**config.mk**
```make
export PLATFORM = sky130hd
export DESIGN_NAME = pll_phase_sweep
export DESIGN_NICKNAME = d
export VERILOG_FILES = /design/src/rtl/pll_phase_sweep_pkg.sv /design/src/rtl/pll_phase_sweep_run_scan.sv /design/src/rtl/pll_phase_sweep.sv
export SDC_FILE = /design/constraint.sdc
export NUM_CORES = 1
export LEC_CHECK = 0
export BUFFER_PORTS_ARGS = -buffer_cell sky130_fd_sc_hd__clkbuf_2
export CAP_MARGIN = 10
export CORE_MARGIN = 2
export CORE_UTILIZATION = 48
export DETAILED_ROUTE_END_ITERATION = 10
export PLACE_DENSITY_LB_ADDON = 0.3
export SLEW_MARGIN = 15
export SYNTH_ARGS = -nofsm -noshare
export SYNTH_HDL_FRONTEND = slang
export SYNTH_SLANG_ARGS = --single-unit
```
**constraint.sdc**
```tcl
create_clock -name clk -period 6.4 [get_ports clk]
set_input_delay 1.28 -clock clk [delete_from_list [all_inputs] [get_ports clk]]
set_output_delay 1.28 -clock clk [all_outputs]
set_load 0.05 [all_outputs]
```
**src/rtl/pll_phase_sweep_pkg.sv**
```systemverilog
// Shared types for the PLL phase sweep: FSM state encoding and phasedir values.
package pll_phase_sweep_pkg;

  typedef enum logic [3:0] {
    IDLE, PRE, PULSE, SETTLE, BASE, DWELL, EVAL, SCAN, CENTER, DONE
  } state_t;

  localparam logic DIR_UP = 1'b0;
  localparam logic DIR_DN = 1'b1;

endpackage

```
**src/rtl/pll_phase_sweep_run_scan.sv**
```systemverilog
// Longest circular run of 1s in a STEPS-bit map; ties go to the lowest start index.
// Walks the map twice (2*STEPS cycles) so runs that wrap past STEPS-1 are seen whole.
module run_scan #(
  parameter int STEPS = 32,
  localparam int PW = $clog2(STEPS)
) (
  input  logic             clk,
  input  logic             rst,
  input  logic             start,
  input  logic [STEPS-1:0] bits,
  output logic             done,
  output logic [PW-1:0]    lo,
  output logic [PW:0]      len
);

  localparam logic [PW:0] FULL = (PW+1)'(STEPS);
  localparam logic [PW:0] LAST = (PW+1)'(2*STEPS-1);

  logic          active;
  logic [PW:0]   i, cur, cur_n;
  logic [PW-1:0] cur_lo, run_lo, idx;

  assign idx = i[PW-1:0];

  // Run length saturates at STEPS so an all-ones map reports lo=0, len=STEPS.
  always_comb begin
    cur_n  = (cur == FULL) ? cur : cur + 1'b1;
    run_lo = (cur == '0) ? idx : cur_lo;
  end

  always_ff @(posedge clk) begin
    done <= 1'b0;
    if (rst) begin
      active <= 1'b0;
      i      <= '0;
      cur    <= '0;
      cur_lo <= '0;
      lo     <= '0;
      len    <= '0;
    end else if (start) begin
      active <= 1'b1;
      i      <= '0;
      cur    <= '0;
      lo     <= '0;
      len    <= '0;
    end else if (active) begin
      if (bits[idx]) begin
        cur    <= cur_n;
        cur_lo <= run_lo;
        // Strictly greater: the first run to reach a length keeps it.
        if (cur_n > len) begin
          len <= cur_n;
          lo  <= run_lo;
        end
      end else begin
        cur <= '0;
      end
      i <= i + 1'b1;
      if (i == LAST) begin
        active <= 1'b0;
        done   <= 1'b1;
      end
    end
  end

endmodule

```
**src/rtl/pll_phase_sweep.sv**
```systemverilog
// PLL phase sweep: tests every phase step against a memory tester, centres on the widest
// passing window. Optional debounced manual inc/dec stepping with PLL_PHASE_SWEEP_MANUAL_EN.
module pll_phase_sweep
  import pll_phase_sweep_pkg::*;
#(
  parameter int STEPS         = 32,
  parameter int DWELL_CYCLES  = 50000000,
  parameter int SETTLE_CYCLES = 1024,
  parameter int PULSE_CYCLES  = 4,
  parameter int DEBOUNCE_BITS = 16,
  localparam int PW = $clog2(STEPS)
) (
  input  logic          clk,
  input  logic          rst,
  input  logic          start,
  input  logic          inc,
  input  logic          dec,
  input  logic [31:0]   failcount,
  output logic          phasedir,
  output logic          phasestep,
  output logic          phaseloadreg,
  output logic [PW-1:0] phase,
  output logic [PW-1:0] win_lo,
  output logic [PW-1:0] win_hi,
  output logic          busy,
  output logic          done,
  output logic          no_window
);

  localparam logic [PW:0] FULL = (PW+1)'(STEPS);

  state_t           state, state_n;
  logic [31:0]      cnt, base;
  logic             cnt_done;
  logic [STEPS-1:0] bitmap;
  logic [PW:0]      k, len;
  logic [PW-1:0]    remain, lo, hi_n, target;
  logic             dir, centering, scan_start, scan_done, man_up, man_dn;

  run_scan #(.STEPS(STEPS)) u_scan (
    .clk  (clk),
    .rst  (rst),
    .start(scan_start),
    .bits (bitmap),
    .done (scan_done),
    .lo   (lo),
    .len  (len)
  );

  assign hi_n   = lo + len[PW-1:0] - 1'b1;
  assign target = lo + len[PW:1];

`ifdef PLL_PHASE_SWEEP_MANUAL_EN
  logic [1:0] raw, db, flip, arm;
  logic [1:0][DEBOUNCE_BITS-1:0] dcnt;
  logic chord;

  assign raw  = {dec, inc};
  assign flip = (raw ^ db) & {&dcnt[1], &dcnt[0]};

  always_ff @(posedge clk) begin
    if (rst) begin
      db    <= '0;
      dcnt  <= '0;
      arm   <= '0;
      chord <= 1'b0;
    end else begin
      for (int b = 0; b < 2; b++) begin
        if (raw[b] == db[b] || flip[b]) dcnt[b] <= '0;
        else                            dcnt[b] <= dcnt[b] + 1'b1;
        if (flip[b]) begin
          db[b]  <= raw[b];
          // A press only counts if it began while no sweep was running.
          arm[b] <= raw[b] & ~busy;
        end
      end
      if (&db)            chord <= 1'b1;
      else if (db == '0)  chord <= 1'b0;
    end
  end

  assign man_up = flip[0] & db[0] & arm[0] & ~chord & ~db[1];
  assign man_dn = flip[1] & db[1] & arm[1] & ~chord & ~db[0];
`else
  localparam int unused_db = DEBOUNCE_BITS;
  logic unused_btn;
  assign unused_btn = inc ^ dec;
  assign man_up = 1'b0;
  assign man_dn = 1'b0;
`endif

  always_comb begin
    cnt_done = 1'b0;
    case (state)
      PULSE:   cnt_done = (cnt == 32'(PULSE_CYCLES - 1));
      SETTLE:  cnt_done = (cnt == 32'(SETTLE_CYCLES - 1));
      DWELL:   cnt_done = (cnt == 32'(DWELL_CYCLES - 1));
      default: cnt_done = 1'b0;
    endcase
  end

  always_comb begin
    state_n    = state;
    scan_start = 1'b0;
    case (state)
      IDLE:   if (start) state_n = SETTLE;
              else if (man_up || man_dn) state_n = PRE;
      PRE:    state_n = PULSE;
      PULSE:  if (cnt_done) begin
                if (!busy)          state_n = IDLE;
                else if (centering) state_n = CENTER;
                else if (k == FULL) begin
                  state_n    = SCAN;
                  scan_start = 1'b1;
                end else            state_n = SETTLE;
              end
      SETTLE: if (cnt_done) state_n = BASE;
      BASE:   state_n = DWELL;
      DWELL:  if (cnt_done) state_n = EVAL;
      EVAL:   state_n = PRE;
      SCAN:   if (scan_done) state_n = (len == '0) ? DONE : CENTER;
      CENTER: state_n = (remain == '0) ? DONE : PRE;
      DONE:   state_n = IDLE;
      default: state_n = IDLE;
    endcase
  end

  always_ff @(posedge clk) begin
    if (rst) begin
      state     <= IDLE;
      cnt       <= '0;
      base      <= '0;
      bitmap    <= '0;
      k         <= '0;
      remain    <= '0;
      dir       <= DIR_UP;
      centering <= 1'b0;
      phase     <= '0;
      win_lo    <= '0;
      win_hi    <= '0;
      busy      <= 1'b0;
      done      <= 1'b0;
      no_window <= 1'b0;
    end else begin
      state <= state_n;
      cnt   <= (state_n != state) ? '0 : cnt + 1'b1;
      case (state)
        IDLE: if (start) begin
                bitmap    <= '0;
                busy      <= 1'b1;
                done      <= 1'b0;
                no_window <= 1'b0;
                k         <= '0;
                centering <= 1'b0;
              end else if (man_up) dir <= DIR_UP;
              else if (man_dn)     dir <= DIR_DN;
        PULSE: if (cnt_done) phase <= (dir == DIR_DN) ? phase - 1'b1 : phase + 1'b1;
        BASE:  base <= failcount;
        EVAL: begin
          // Any change at all, wrap included, marks the phase as failing.
          bitmap[phase] <= (failcount == base);
          k             <= k + 1'b1;
          dir           <= DIR_UP;
        end
        SCAN: if (scan_done) begin
                if (len == '0) begin
                  no_window <= 1'b1;
                  win_lo    <= '0;
                  win_hi    <= '0;
                end else begin
                  win_lo    <= lo;
                  win_hi    <= hi_n;
                  remain    <= target - phase;
                  centering <= 1'b1;
                end
              end
        CENTER: if (remain != '0) begin
                  remain <= remain - 1'b1;
                  dir    <= DIR_UP;
                end
        DONE: begin
          busy <= 1'b0;
          done <= 1'b1;
        end
        default: ;
      endcase
    end
  end

  assign phasestep    = (state == PULSE);
  assign phasedir     = (state == PRE || state == PULSE) & dir;
  assign phaseloadreg = 1'b0;

endmodule

```
Word level (Yosys, flattened, before mapping)
Cells that the tools add are included.
- $add $sub $neg: 11
- $lt $le $gt $ge: 4
- equality and inequality tests: 22
- mux-type cells: 52
- bitwise operators: 3
- reductions and logical operators: 25
- operators by type and width (cell ; number):
    32-bit one-hot mux with 2 select lines ; 1
    4-bit one-hot mux with 9 select lines ; 1
    5-bit two-way mux ; 7
    32-bit by 1-bit adder with 32-bit output, second input constant ; 1
    32-bit bitwise mux ; 1
    32-bit by 10-bit == test with 1-bit output, second input constant ; 1
    32-bit by 2-bit == test with 1-bit output, second input constant ; 1
    32-bit by 26-bit == test with 1-bit output, second input constant ; 1
    32-bit == test ; 1
    32-bit two-way mux ; 1
    4-bit two-way mux ; 8
    1-bit two-way mux ; 19
    6-bit by 1-bit adder with 6-bit output, second input constant ; 3
    6-bit == test, second input constant ; 3
    6-bit two-way mux ; 3
    4-bit by 3-bit == test with 1-bit output, second input constant ; 4
    5-bit by 1-bit subtractor with 5-bit output, second input constant ; 3
    6-bit logical NOT ; 2
    5-bit by 6-bit < comparator with 1-bit output, second input constant ; 2
    6-bit one-hot mux with 2 select lines ; 1
    4-bit AND reduction ; 3
    5-bit adder ; 2
    1-bit one-hot mux with 2 select lines ; 5
    5-bit one-hot mux with 2 select lines ; 1
    other kinds (26) ; 42
- flip-flop bits (word level): 161
- bits of input ports: 37
- output and inout bits: 21
- word-level logic and storage cells: 138

Longest topological paths before layout
Gate-level depths: netlist (run 1).
- depth after elaboration: 8
- gate-level depth with buffers: 12
- mapped depth without buffers: 12

Cells and area by module
A second synthesis (run 1) with hierarchy kept.
- cell total of the unflattened synthesis: 1022
- area total of the unflattened synthesis: 8774.7 um2
- modules (own cells, without submodules) (module ; times used ; cells each ; area an instance (um2) ; seq. area each (um2)):
    pll_phase_sweep ; 1 ; 823 ; 6886.6 ; 2602.5
    run_scan ; 1 ; 199 ; 1888.1 ; 600.6

Worst setup path after synthesis (run 1)
OpenSTA, ideal clock, no wires.
- kind: flip-flop to output port
- start: register state[3]
- end: output phasestep
- data arrival time: 1316 ps
- required time: 5120 ps
- setup slack: 3804 ps
- stages on the path, launching flop included: 3
- buffers on the path: 0
- cell sequence: dfxtp_1 -> nor2_1 -> and2_0
- longest elaborated chain between the ends: 1
- ends and longest elaborated chain (what ; line ; RTL):
    start, declared ; pll_phase_sweep.sv:32 ; state_t state, state_n;
    start signal, assigned ; pll_phase_sweep.sv:145 ; state <= state_n;
    4-bit by 2-bit == test with 1-bit output ; pll_phase_sweep.sv:190 ; assign phasestep = (state == PULSE);
    end, declared ; pll_phase_sweep.sv:20 ; output logic phasestep,
No other way between the ends.

Worst setup path after layout (run 1)
- start: register state[1]
- end: output phasestep
Same word-level chain as after synthesis.

==> impl_table.tex, run 1 <==
\begin{tabular}{lr}
\hline
Metric & Value \\
\hline
\multicolumn{2}{l}{\textbf{Placed design}} \\
\# port buffers & 53 \\
Half-perimeter wire length after detailed placement & 13190 um \\
Worst-case setup slack after placement & 3.070 ns \\
RD Place Congestion & 0.8198 \\
\multicolumn{2}{l}{\textbf{Pwr}} \\
P per Cell Area & 219.0 nW/um\^{}2 \\
Combinational Power Share & 4.7\% \\
Maximum VDD drop & 194.0 uV \\
Switching share of power & 23.16\% \\
Internal & 1.616 mW \\
Share of total power in the clock network & 47.4\% \\
Switching power total & 487.2 uW \\
Sequential power share & 47.9\% \\
Static leakage power & 3.344 nW \\
\multicolumn{2}{l}{\textbf{Timing}} \\
RSZ-0062 raised after global routing & false \\
Maximum clock rate & 278.3 MHz \\
Setup total negative slack & 0 ns \\
Final worst slack & 2.806 ns \\
Final-report hold violation count & 0 \\
Setup violators final & 0 \\
Number of max-slew violations in the final report & 0 \\
Slew margin rel. & 24.76\% \\
Crit path time final & 3.594 ns \\
Fraction of the cycle the final worst path needs & 56.15\% \\
Slew of the pin with the lowest slew margin & 1.126 ns \\
Post-Route Skew & 0.006652 ns \\
\multicolumn{2}{l}{\textbf{Worst setup path}} \\
Largest stage delay, worst path & 0.80 ns \\
Crit path DAT & 2.31 ns \\
Critical path data required time & 5.12 ns \\
Endpoint type of the worst setup path & output pin \\
Maximum fanout count along the critical path & 23 \\
Worst Setup Path Type & reg2out \\
Master of the slowest instance on the critical path & dfxtp\_1 \\
Cell-by-cell listing of the critical path & nor2b\_1, and2\_0, clkbuf\_2 \\
Startpoint kind of the worst setup timing path & flop \\
\multicolumn{2}{l}{\textbf{Yosys}} \\
Area of the mapped netlist & 8766 um\^{}2 \\
Number of enable flip-flop cells after synthesis & 0 \\
Share of flip-flops with an asynchronous set or reset & 0\% \\
Cells after synthesis & 1049 \\
Flip-flop and latch count after synthesis & 160 \\
Sequential element share of the synthesized area & 36.54\% \\
Post-synthesis area per instance & 8.356 um\^{}2 \\
Yosys Warn Count & 0 \\
Ys flop type & dfxtp\_1 \\
Number of distinct standard cells referenced by the synthesized netlist & 74 \\
\multicolumn{2}{l}{\textbf{Global routing}} \\
GR Overflow Total & 0 \\
Wire length of the first global-routing pass & 32900 um \\
Maximum number of pins on one net before global-route repair & 71 \\
Number of global-route vias before repair & 6751 \\
Initial antenna violation count & 0 \\
Tot GR Track Use & 20.43\% \\
\multicolumn{2}{l}{\textbf{Clocking}} \\
Clock sinks & 160 \\
Clock slew seen by the registers of the worst setup and hold paths & 0.06 ns \\
Post\_cts resized & 0 \\
Clock tree root driver cell & clkbuf\_16 \\
Latest clock arrival within the worst-skew pair & 0.43 ns \\
Post-CTS setup-driven buffer insertion count & 0 \\
Cts hold-fix bufs & 0 \\
Max Buffers Root-to-Sink & 2 \\
CTS H-tree lvls & 4 \\
Number of buffers added by the clock tree synthesis step & 17 \\
Clock tree from TritonCTS & done \\
\multicolumn{2}{l}{\textbf{Run}} \\
Max cap viols & 0 \\
\multicolumn{2}{l}{\textbf{Final layout}} \\
Sequential Area & 3203 um\^{}2 \\
Total area of multi-input combinational cells & 5071 um\^{}2 \\
Post-synthesis to final-layout area growth & 9.592\% \\
Final core utilization & 53.48\% \\
Ratio of cells with drive above 1 in the final layout & 11.46\% \\
Final layout net count & 1132 \\
Final-layout fill cell count & 1662 \\
N\_diodes & 0 \\
\multicolumn{2}{l}{\textbf{Drt}} \\
Number of vias in the routed layout & 7306 \\
Iteration-0 DRC count of the detailed router & 533 \\
Antenna-violating nets left & 0 \\
DRT Pass-1 Iters & 7 \\
Total wirelength of the detailed-routed design & 19690 um \\
DRC violation count after routing & 0 \\
Via count normalized by instance count & 5.611 \\
Final routed wire length divided by cell count & 15.13 um \\
\multicolumn{2}{l}{\textbf{Floorplanning}} \\
Core region area & 17960 um\^{}2 \\
Full die area & 19360 um\^{}2 \\
\# IOs & 58 \\
FP Rows & 49 \\
Horizontal die dimension & 139.1 um \\
Die span in y & 139.1 um \\
Initial core utilization & 48.80\% \\
\multicolumn{2}{l}{\textbf{Min path}} \\
Classification of the worst-slack hold path & reg2reg \\
\multicolumn{2}{l}{\textbf{Run status}} \\
Outcome & finished clean \\
\hline
\end{tabular}
## synth_stat cells (3+ instances only)
library cell  count  share of area (%)
dfxtp_1         160                 37
nand2_1         121                5.2
a21oi_1          98                5.6
nor2_1           88                3.8
nand3_1          73                4.2
xor2_1           49                4.9
inv_1            45                1.9
clkbuf_1         43                1.8
xnor2_1          35                3.5
ha_1             29                4.1
nand3b_1         28                2.4
o211ai_1         25                2.1
mux2i_1          21                2.4
nand4_1          20                1.4
nor3_1           20                1.1
nor4_1           15                1.1
nand2b_1         13               0.93
o21ai_0          11               0.63
a22oi_1          10               0.86
and3_1           10               0.71
buf_2             9               0.51
a31oi_1           8               0.57
mux2_2            7               0.90
mux4_2            7                1.8
a21o_1            6               0.51
fa_1              5                1.1
nor2b_1           5               0.36
or2_2             5               0.36
or3_1             5               0.36
and4_1            4               0.40
buf_4             4               0.34
nor3b_1           4               0.34
o22ai_1           4               0.29
and2_1            3               0.21
buf_1             3               0.13
buf_6             3               0.39
clkbuf_8          3               0.47
nor4b_1           3               0.30
o21a_1            3               0.26
o32ai_1           3               0.30
## registers in the layout, indices dropped and copies added, names as in the netlist, 6 cells and up
register,cells
cnt,32
base,32
u_scan.cur,6
u_scan.len,6
k,6
bitmap,32
u_scan.i,6
## power groups by stage
stage | combinational, mW | sequential (mW) | clock, mW
global route | 0.109 | 1.01 | 1.05
floorplan | 0.0717 | 1.03 | 0
finish | 0.0984 | 1.01 | 0.997
CTS | 0.0985 | 1.01 | 1.01
detailed placement | 0.0982 | 1.03 | 0
global placement | 0.0979 | 1.03 | 0
## layout by cell type (no fill, tap or decap), types with 20 or more instances in the layout
master,netlist,layout
xnor2_1,35,35
xor2_1,49,49
o211ai_1,25,25
a21oi_1,98,98
clkbuf_2,1,52
nand3b_1,28,28
inv_1,45,45
nand3_1,73,73
nand2_1,121,121
nand4_1,20,20
ha_1,29,29
dfxtp_1,160,160
mux2i_1,21,21
nor2_1,88,87
## layout make-up
type / instances / area share (%)
Timing Repair Buffer: 59 / 3.256
Inverter: 45 / 1.758
Clock inverter: 8 / 1.107
Sequential cell: 160 / 33.34
Multi-Input combinational cell: 778 / 52.79
Tap cell: 229 / 2.983
Clock buffer: 23 / 4.767
## worst max-delay path: cells and delay by family (launching register included)
family        cells  cell delay, ns
buf+inv           1            0.36
flops             1            0.80
simple gates      2            0.72
## final timing paths
| path | from | end | slack [ns] | cells after the start |
|---|---|---|---|---|
| max | state[1] | phasestep | 2.81 | 3 |
| min | win_hi[3] | win_hi[3] | 0.45 | 2 |
| max reg2reg | state[0] | u_scan.done | 3.33 | 7 |
| min reg2reg | win_hi[3] | win_hi[3] | 0.45 | 2 |
## cells by family after synthesis
logic type	synth area share [%]
AO/OA/AOI/OAI	13.42
XOR/XNOR	8.393
adder cells (fa/ha/maj)	5.281
buffers and inverters	5.809
flip-flops	36.54
multiplexers	5.353
other	0.04278
AND/OR/NAND/NOR	25.16
## metal layers
layer / vias to the layer above / share of wire, % / GRT usage (%)
li1: 3696 / - / -
met1: 3466 / 49 / 27.79
met2: 125 / 47 / 33.16
met3: 19 / 3.0 / 4.385
met4: 0 / 1.3 / 5.316
met5: - / 0 / 0
## metrics by stage
step                      power (mW)  cell area (um^2)  cells  hold slack, ns
after global routing           2.172              9607   1302          0.4661
after detailed placement       1.128              9042   1271          0.4444
after global placement         1.127              9042   1271          0.4395
after CTS                      2.120              9607   1302          0.4522
after floorplan                1.097              8770   1050          0.4443
final                          2.104              9607   1302          0.4510
(Power assumes the default switching activity.)
==> inputs of run 2 (changes only) <==
==> constraint.sdc (replaced) <==
create_clock -name clk -period 2.95 [get_ports clk]
set_input_delay 0.59 -clock clk [delete_from_list [all_inputs] [get_ports clk]]
set_output_delay 0.59 -clock clk [all_outputs]
set_load 0.05 [all_outputs]
==> impl_table.tex, run 2 (synthesized netlist as in run 1, its figures left out) <==
\begin{tabular}{lr}
\hline
Metric & Value \\
\hline
\multicolumn{2}{l}{\textbf{Final layout}} \\
Final-layout fill cell count & 1723 (+3.7\%) \\
Leading cell types in the layout, fill and taps excluded & 160 x dfxtp\_1, 121 x nand2\_1, 98 x a21oi\_1 \\
Ratio of cells with drive above 1 in the final layout & 13.78\% (+2.3 points) \\
N\_diodes & 0 (unchanged) \\
Final layout net count & 1154 (+1.9\%) \\
Final core utilization & 54.94\% (+1.5 points) \\
Post-synthesis to final-layout area growth & 12.59\% \\
Commonest non-fill, non-tap cell in the layout & dfxtp\_1 \\
Largest registers ranked by flip-flop count & base (32), bitmap (32), cnt (32) \\
\multicolumn{2}{l}{\textbf{Clocking}} \\
Latest clock arrival within the worst-skew pair & 0.43 ns (about the same) \\
Cts hold-fix bufs & 0 (unchanged) \\
Number of buffers added by the clock tree synthesis step & 17 (unchanged) \\
Clock tree from TritonCTS & done \\
Post-CTS setup-driven buffer insertion count & 0 (unchanged) \\
Post\_cts resized & 0 (unchanged) \\
CTS H-tree lvls & 4 (unchanged) \\
Clock tree root driver cell & clkbuf\_16 \\
Clock sinks & 160 (unchanged) \\
Max Buffers Root-to-Sink & 2 (unchanged) \\
Clock slew seen by the registers of the worst setup and hold paths & 0.07 ns (about the same) \\
\multicolumn{2}{l}{\textbf{Drt}} \\
Via count normalized by instance count & 5.663 (+0.93\%) \\
Total wirelength of the detailed-routed design & 20250 um (+2.8\%) \\
Antenna-violating nets left & 0 (unchanged) \\
DRT Pass-1 Iters & 5 (-2) \\
DRC violation count after routing & 0 (unchanged) \\
Final routed wire length divided by cell count & 15.28 um (+1.0\%) \\
Iteration-0 DRC count of the detailed router & 564 (+5.8\%) \\
Number of vias in the routed layout & 7504 (+2.7\%) \\
\multicolumn{2}{l}{\textbf{Global routing}} \\
Met1 track utilization from global routing & 28.82\% (+1.0 points) \\
GR Overflow Total & 0 (unchanged) \\
Number of global-route vias before repair & 7093 (+5.1\%) \\
Initial antenna violation count & 0 (unchanged) \\
Tot GR Track Use & 21.35\% (+0.91 points) \\
Met2 usage in global routing & 34.90\% (+1.7 points) \\
Maximum number of pins on one net before global-route repair & 62 (-13\%) \\
Met3 Usage GRT & 4.282\% (-0.10 points) \\
Global route hottest layer & met2 \\
Wire length of the first global-routing pass & 34330 um (+4.4\%) \\
\multicolumn{2}{l}{\textbf{Timing}} \\
Crit path time final & 2.652 ns \\
Slew margin rel. & 44.45\% (+20 points) \\
Setup total negative slack & 0 ns (unchanged) \\
Final-report hold violation count & 0 (unchanged) \\
Number of max-slew violations in the final report & 0 (unchanged) \\
Setup violators final & 0 (unchanged) \\
Final worst slack & 0.2983 ns (-2.508 ns) \\
Post-Route Skew & 0.008753 ns (+0.002101 ns) \\
Fraction of the cycle the final worst path needs & 89.89\% \\
Slew of the pin with the lowest slew margin & 0.8269 ns (-0.2989 ns) \\
Maximum clock rate & 377.1 MHz \\
RSZ-0062 raised after global routing & false \\
\multicolumn{2}{l}{\textbf{Worst setup path}} \\
Critical path data required time & 3.30 ns (-1.82 ns) \\
Startpoint kind of the worst setup timing path & flop \\
Maximum fanout count along the critical path & 6 (-74\%) \\
Crit path DAT & 3.00 ns (+0.69 ns) \\
Endpoint type of the worst setup path & flop \\
Worst Setup Path Type & reg2reg \\
\multicolumn{2}{l}{\textbf{Run status}} \\
Outcome & finished clean \\
\multicolumn{2}{l}{\textbf{Floorplanning}} \\
Initial core utilization & 48.80\% (unchanged) \\
FP Rows & 49 (unchanged) \\
Core region area & 17960 um\^{}2 (unchanged) \\
Full die area & 19360 um\^{}2 (unchanged) \\
Die span in y & 139.1 um (unchanged) \\
\# IOs & 58 (unchanged) \\
Horizontal die dimension & 139.1 um (unchanged) \\
\multicolumn{2}{l}{\textbf{Placed design}} \\
\# port buffers & 53 (unchanged) \\
Half-perimeter wire length after detailed placement & 13800 um (+4.6\%) \\
RD Place Congestion & 0.8239 (+0.50\%) \\
Worst-case setup slack after placement & 0.3271 ns (-2.743 ns) \\
\multicolumn{2}{l}{\textbf{Pwr}} \\
Switching share of power & 22.41\% (-0.74 points) \\
Sequential power share & 45.2\% (-2.7 points) \\
P per Cell Area & 487.2 nW/um\^{}2 (+120\%) \\
Combinational Power Share & 5.0\% (+0.3 points) \\
Share of total power in the clock network & 49.8\% (+2.4 points) \\
Maximum VDD drop & 426.5 uV (+120\%) \\
Switching power total & 1.078 mW (+120\%) \\
Static leakage power & 3.511 nW (+5.0\%) \\
Internal & 3.731 mW (+130\%) \\
\multicolumn{2}{l}{\textbf{Min path}} \\
Classification of the worst-slack hold path & in2reg \\
\multicolumn{2}{l}{\textbf{Run}} \\
Max cap viols & 0 (unchanged) \\
\hline
\end{tabular}
run 2: cell types whose count changed in the layout (fill, tap and decap cells not counted), moves of 2 or more:
cell	previous run	this run
inv_6	2	4
clkbuf_8	1	6
buf_4	7	28
clkbuf_1	5	0
run 2: layout make-up:
class / instances / area, um^2 / area share [%]
Multi-Input combinational cell: 778 / 5071 / 51.38
Sequential cell: 160 / 3203 / 32.45
Clock buffer: 23 / 508.0 / 5.147
Timing Repair Buffer: 81 / 490.5 / 4.970
Tap cell: 229 / 286.5 / 2.903
Inverter: 45 / 168.9 / 1.711
Clock inverter: 9 / 141.4 / 1.433
run 2: per-stage QoR:
step | instances | hold slack (ns) | area, um^2 | total power, mW
5_1_grt | 1325 | 0.3935 | 9869 | 4.977
2_1_floorplan | 1050 | 0.4443 | 8770 | 2.380
6_report | 1325 | 0.4008 | 9869 | 4.808
3_5_place_dp | 1293 | 0.4439 | 9220 | 2.462
4_1_cts | 1325 | 0.3875 | 9869 | 4.852
3_3_place_gp | 1293 | 0.4385 | 9220 | 2.461
run 2: final timing paths:
kind	startpoint	end	slack [ns]	cells past startpoint
setup / recovery	u_scan.cur[0]	u_scan.len[2]	0.30	10
hold / removal	failcount[7]	base[7]	0.40	3
setup reg to reg	u_scan.cur[0]	u_scan.len[2]	0.30	10
hold reg to reg	win_lo[2]	win_lo[2]	0.45	2
run 2: critical path, stage by stage, from the launching register on:
cell and delay [ns]:
dfxtp_1 0.40, inv_1 0.08, ha_1 0.22, nand3_1 0.08, nand2_1 0.05, mux2i_1 0.27, ha_1 0.31, and4_1 0.19
a31oi_1 0.27, o311a_1 0.47, mux2i_1 0.23
run 2: power groups by stage:
| stage | combinational (mW) | clock [mW] | sequential (mW) |
|---|---|---|---|
| floorplan | 0.156 | 0 | 2.22 |
| global placement | 0.237 | 0 | 2.22 |
| detailed placement | 0.238 | 0 | 2.22 |
| CTS | 0.239 | 2.44 | 2.18 |
| global route | 0.262 | 2.54 | 2.17 |
| finish | 0.238 | 2.39 | 2.18 |
run 2: metal layers:
metal | wire, um | part of all wire, % | vias to the layer above
li1 | - | - | 3733
met1 | 9522 | 47 | 3564
met2 | 9580 | 47 | 189
met3 | 926 | 4.6 | 18
met4 | 221 | 1.1 | 0
met5 | 0 | 0 | -
